## src/rtl/pc_fetch_pkg.sv

```systemverilog
// Shared definitions for the instruction-fetch stage.
//   pc_state_e       : fetch FSM state encoding (BOOT=0, IDLE=1, RUN=2)
//   PC_ADR_BIT       : default PC / ROM word-address width
//   PC_RESET_DEFAULT : default PC value loaded on reset
package pc_fetch_pkg;

  localparam int unsigned PC_ADR_BIT = 16;
  localparam logic [PC_ADR_BIT-1:0] PC_RESET_DEFAULT = 16'h0000;

  typedef enum logic [1:0] {
    S_BOOT = 2'd0,
    S_IDLE = 2'd1,
    S_RUN  = 2'd2
  } pc_state_e;

endpackage

```

## src/rtl/pc_fetch.sv

```systemverilog
// Instruction-fetch stage: owns the program counter and drives the
// synchronous instruction-ROM address.
// Ports:
//   clk, rst        : clock, synchronous active-high reset
//   enable_CPU      : run enable (low = halt, hold PC)
//   ena_n           : active-low fetch enable (high = stall, hold PC)
//   branch_taken/
//   branch_target   : redirect from execute (highest priority)
//   jump/jump_target: unconditional jump from decode
//   ROM_addr        : ROM word address (= pc register)
//   pc_next_inw     : pc + 1, from the pc register only
//   fetch_valid     : registered, high when ROM_addr is a real fetch
//   state           : current FSM state (debug)
//   fetch_cnt       : accepted fetches since reset
module pc_fetch
  import pc_fetch_pkg::*;
#(
  parameter int unsigned           ADR_BIT  = PC_ADR_BIT,
  parameter logic [ADR_BIT-1:0]    RESET_PC = PC_RESET_DEFAULT,
  parameter int unsigned           CNT_BIT  = 32
) (
  input  logic               clk,
  input  logic               rst,
  input  logic               enable_CPU,
  input  logic               ena_n,
  input  logic               branch_taken,
  input  logic [ADR_BIT-1:0] branch_target,
  input  logic               jump,
  input  logic [ADR_BIT-1:0] jump_target,
  output logic [ADR_BIT-1:0] ROM_addr,
  output logic [ADR_BIT-1:0] pc_next_inw,
  output logic               fetch_valid,
  output logic [1:0]         state,
  output logic [CNT_BIT-1:0] fetch_cnt
);

  pc_state_e          state_q, state_d;
  logic [ADR_BIT-1:0] pc_q, pc_d;
  logic               fetch_valid_q, fetch_valid_d;
  logic [CNT_BIT-1:0] fetch_cnt_q, fetch_cnt_d;
  logic [ADR_BIT-1:0] pc_inc;
  logic               redirect;

  assign pc_inc = pc_q + ADR_BIT'(1);

  always_ff @(posedge clk) begin
    if (rst) begin
      state_q       <= S_BOOT;
      pc_q          <= RESET_PC;
      fetch_valid_q <= 1'b0;
      fetch_cnt_q   <= '0;
    end else begin
      state_q       <= state_d;
      pc_q          <= pc_d;
      fetch_valid_q <= fetch_valid_d;
      fetch_cnt_q   <= fetch_cnt_d;
    end
  end

  always_comb begin
    state_d     = state_q;
    pc_d        = pc_q;
    fetch_cnt_d = fetch_cnt_q;
    // Redirects are only honoured once out of BOOT.
    redirect    = (state_q != S_BOOT) && (branch_taken || jump);

    unique case (state_q)
      S_BOOT: state_d = enable_CPU ? S_RUN : S_IDLE;
      S_IDLE: if (enable_CPU && !redirect) state_d = S_RUN;
      S_RUN:  if (!enable_CPU) state_d = S_IDLE;
      default: state_d = S_BOOT;
    endcase

    if (state_q == S_IDLE || state_q == S_RUN) begin
      if (branch_taken)                          pc_d = branch_target;
      else if (jump)                             pc_d = jump_target;
      else if (ena_n)                            pc_d = pc_q;
      else if (state_q == S_RUN && enable_CPU)   pc_d = pc_inc;
    end

    if (state_q == S_RUN && enable_CPU && !ena_n && !redirect)
      fetch_cnt_d = fetch_cnt_q + CNT_BIT'(1);

    // Bubble the cycle after a redirect while decode is being flushed.
    fetch_valid_d = (state_d == S_RUN) && !redirect;
  end

  assign ROM_addr    = pc_q;
  assign pc_next_inw = pc_inc;
  assign fetch_valid = fetch_valid_q;
  assign state       = state_q;
  assign fetch_cnt   = fetch_cnt_q;

endmodule

```

## config.mk

```make
export PLATFORM = sky130hd
export DESIGN_NAME = pc_fetch
export DESIGN_NICKNAME = d
export VERILOG_FILES = /design/src/rtl/pc_fetch_pkg.sv /design/src/rtl/pc_fetch.sv
export SDC_FILE = /design/constraint.sdc
export NUM_CORES = 1
export LEC_CHECK = 0
export BUFFER_PORTS_ARGS = -buffer_cell sky130_fd_sc_hd__buf_2
export CAP_MARGIN = 20
export CORE_ASPECT_RATIO = 2
export CORE_MARGIN = 2
export CORE_UTILIZATION = 45
export CTS_BUF_LIST = sky130_fd_sc_hd__clkbuf_4 sky130_fd_sc_hd__clkbuf_8
export CTS_CLUSTER_DIAMETER = 120
export DETAILED_ROUTE_END_ITERATION = 6
export PLACE_DENSITY_LB_ADDON = 0.05
export SLEW_MARGIN = 10
export SYNTH_ARGS = -nofsm -noshare
export SYNTH_HDL_FRONTEND = slang
export SYNTH_SLANG_ARGS = --single-unit
```

## constraint.sdc

```tcl
create_clock -name clk -period 2.8 [get_ports clk]
set_clock_uncertainty 0.05 [all_clocks]
set_input_delay 0 -clock clk [delete_from_list [all_inputs] [get_ports clk]]
set_output_delay 0 -clock clk [all_outputs]
set_load 0.02 [all_outputs]
```

==> out/results.tsv <==
metric	value	unit
run_status	completed	
cts.path.max_buffers	2	
overflow	0	
yosysUniqueCellTypes	48	
synth_top_flop_cell	dfxtp_1	
post_cts.repair.setup_buffers	0	
ios	105	
rows	42	
cp_max_fo	13	
period_minus_slack	2.56	ns
layout-drive-gt1-share	0.262	
synth-edff-count	0	
cts_tree	yes	
cp.arrival	2.76	ns
syn_area	0.00311	sq mm
r2r_setup_slack	0.24	ns
reg2regPathDepth	8	
initial_core_util	0.466	
grt_pass1_wl	14400	um
clock_latency	0.31	ns
dr.pass1.iters	4	
placed_cell_area	0.00367	sq mm
setup_violations	0	
rsz0062_at_grt	no	
num_vias	3371	
synth_warnings	0	
die_x	62.8	um
core	0.00667	sq mm
finalHoldViolations	0	
holdPathEnd	ROM_addr[6]	
ant_nets	0	
totalWireLength	8950	um
synth_nets	436	
maxSlewViolCount	0	
drc	0	
leakage	1.64	nW
die_h	122	um
hpwl	6480	um
antenna_cells	0	
finish.utilization	0.576	
gp_congestion	0.934	
nets	533	
grt_pass1_vias	3186	
syn_area_per_cell	7.94	sq um
grt_max_degree	43	
grt_use_total	0.233	
yosysSeqAreaShare	0.328	
min_from	jump_target[6]	
worst_r2r_endpoint	ROM_addr[3]	
min_path_type	in -> reg	
drv_cap	0	
relSlewSlack	0.513	
finalCritPeriodShare	0.913	
cts_root_buf	clkbuf_8	
drt-initial-drc-count	215	
routedWlPerCell	15.5	um
clock-sinks	51	
fmax	0.391	GHz
design_area	0.00384	sq mm
async_flop_share	0	
p_per_area	420	mW/mm^2
rr_startpoint	state[0]	
worst-setup-path-type	reg -> reg	
tns	0	ns
end_kind	flop	
antenna_found_initial	0	
worst-slew-pin-transition	0.729	ns
htree_num_levels	2	
peakVddDrop	0.306	mV
start_kind	flop	
viasPerCell	5.84	
port_buffers	104	
cp-startpoint	state[0]	
hold_depth	4	
synthCells	392	
syn2layout_area_growth	23.5	%
required	3.01	ns
ys_ff_latch	51	
path_clk_slew	0.09	ns
cts-buffers-inserted	5	
die-area	0.00764	sq mm
==> registers in the layout, indices dropped and copies added, names as in the netlist <==
| register | cells |
|---|---|
| fetch_valid | 1 |
| fetch_cnt | 32 |
| state | 2 |
| ROM_addr | 16 |
==> layer usage <==
metal	share of wire	global-route usage
met5	0	0
met4	0.020	0.110
met3	0.041	0.0323
met2	0.56	0.457
met1	0.38	0.236
==> cell usage after synthesis (7+ instances only) <==
library cell / instances / share of area
nor3_1: 8 / 0.013
inv_1: 11 / 0.013
nor4_1: 8 / 0.016
or3_1: 7 / 0.014
a21oi_1: 38 / 0.061
o21ai_0: 17 / 0.027
and3_1: 7 / 0.014
or4_1: 20 / 0.048
and4_1: 11 / 0.031
nand3_1: 17 / 0.027
nor2_1: 21 / 0.025
clkbuf_1: 18 / 0.022
nand4_1: 13 / 0.026
nand2_1: 29 / 0.035
dfxtp_1: 51 / 0.33
xnor2_1: 8 / 0.023
buf_2: 9 / 0.014
o31ai_1: 16 / 0.039
xor2_1: 13 / 0.037
==> area by class of cell <==
class                           count  area, sq um
Tap cell                           88          110
Clock buffer                        6         82.6
Timing Repair Buffer              121          668
Sequential cell                    51         1020
Multi-Input combinational cell    299         1920
Fill cell                         688         2830
Inverter                           11         41.3
Clock inverter                      1         5.00
==> where the power goes <==
group	switching, mW	leakage [nW]	internal (mW)
Combinational	0.219	1.18	0.146
Clock	0.246	0.0470	0.195
Sequential	0.0538	0.413	0.754
==> worst max-delay path, cell delays in order (launching register included) <==
cell and delay (ns):
dfxtp_1 0.37, inv_1 0.12, ha_1 0.20, and3b_1 0.39, o21a_2 0.34, buf_4 0.21
nor2_1 0.04, a211oi_1 0.21, dlygate4sd3_1 0.57
==> cells by family (layout without fill, tap and decap cells) <==
kind of cell | after synthesis | in the layout | synth area share
AND/OR/NAND/NOR | 165 | 165 | 0.306
multiplexers | 6 | 6 | 0.0209
adder cells (fa/ha/maj) | 6 | 6 | 0.0241
flip-flops | 51 | 51 | 0.328
AO/OA/AOI/OAI | 101 | 101 | 0.205
XOR/XNOR | 21 | 21 | 0.0591
buffers and inverters | 42 | 139 | 0.0567
==> cell usage in the layout, fill, tap and decap left out, drive strengths merged, types with 11 or more instances in the layout <==
| cell type | count |
|---|---|
| nand2 | 29 |
| and4 | 11 |
| nand3 | 17 |
| or4 | 20 |
| nand4 | 14 |
| nor2 | 21 |
| inv | 11 |
| xor2 | 13 |
| dfxtp | 51 |
| a21oi | 38 |
| o21ai | 18 |
| o31ai | 16 |
| buf | 113 |
==> stage by stage <==
stage | setup slack (ns) | std cells | power, mW | hold WS, ns
finish | 0.244 | 577 | 1.61 | 0.0228
global route | 0.0912 | 577 | 1.69 | 0.0332
CTS | 0.116 | 577 | 1.63 | 0.00970
detailed placement | 0.413 | 562 | 1.17 | 0.292
global placement | 0.483 | 562 | 1.17 | 0.291
floorplan | 0.515 | 392 | 1.04 | 0.124
==> how the worst max path moves through the flow <==
| stage | slack (ns) | endpoint | cells after the start |
|---|---|---|---|
| 2_1_floorplan | 0.51 | ROM_addr[13] | 8 |
| 3_3_place_gp | 0.48 | fetch_cnt[29] | 4 |
| 3_5_place_dp | 0.41 | fetch_cnt[31] | 4 |
| 4_1_cts | 0.12 | ROM_addr[3] | 8 |
| 5_1_grt | 0.09 | ROM_addr[4] | 8 |
| 6_report | 0.24 | ROM_addr[3] | 8 |
==> what timing repair did <==
| item | 4_1_cts | 5_1_grt |
|---|---|---|
| gates resized for setup | 0 | 1 |
| setup endpoints to repair | 0 | 2 |
| endpoints found under the hold margin | 6 | 0 |
| hold buffers | 8 | 0 |
No activity file was read; power rests on OpenSTA's default activity.
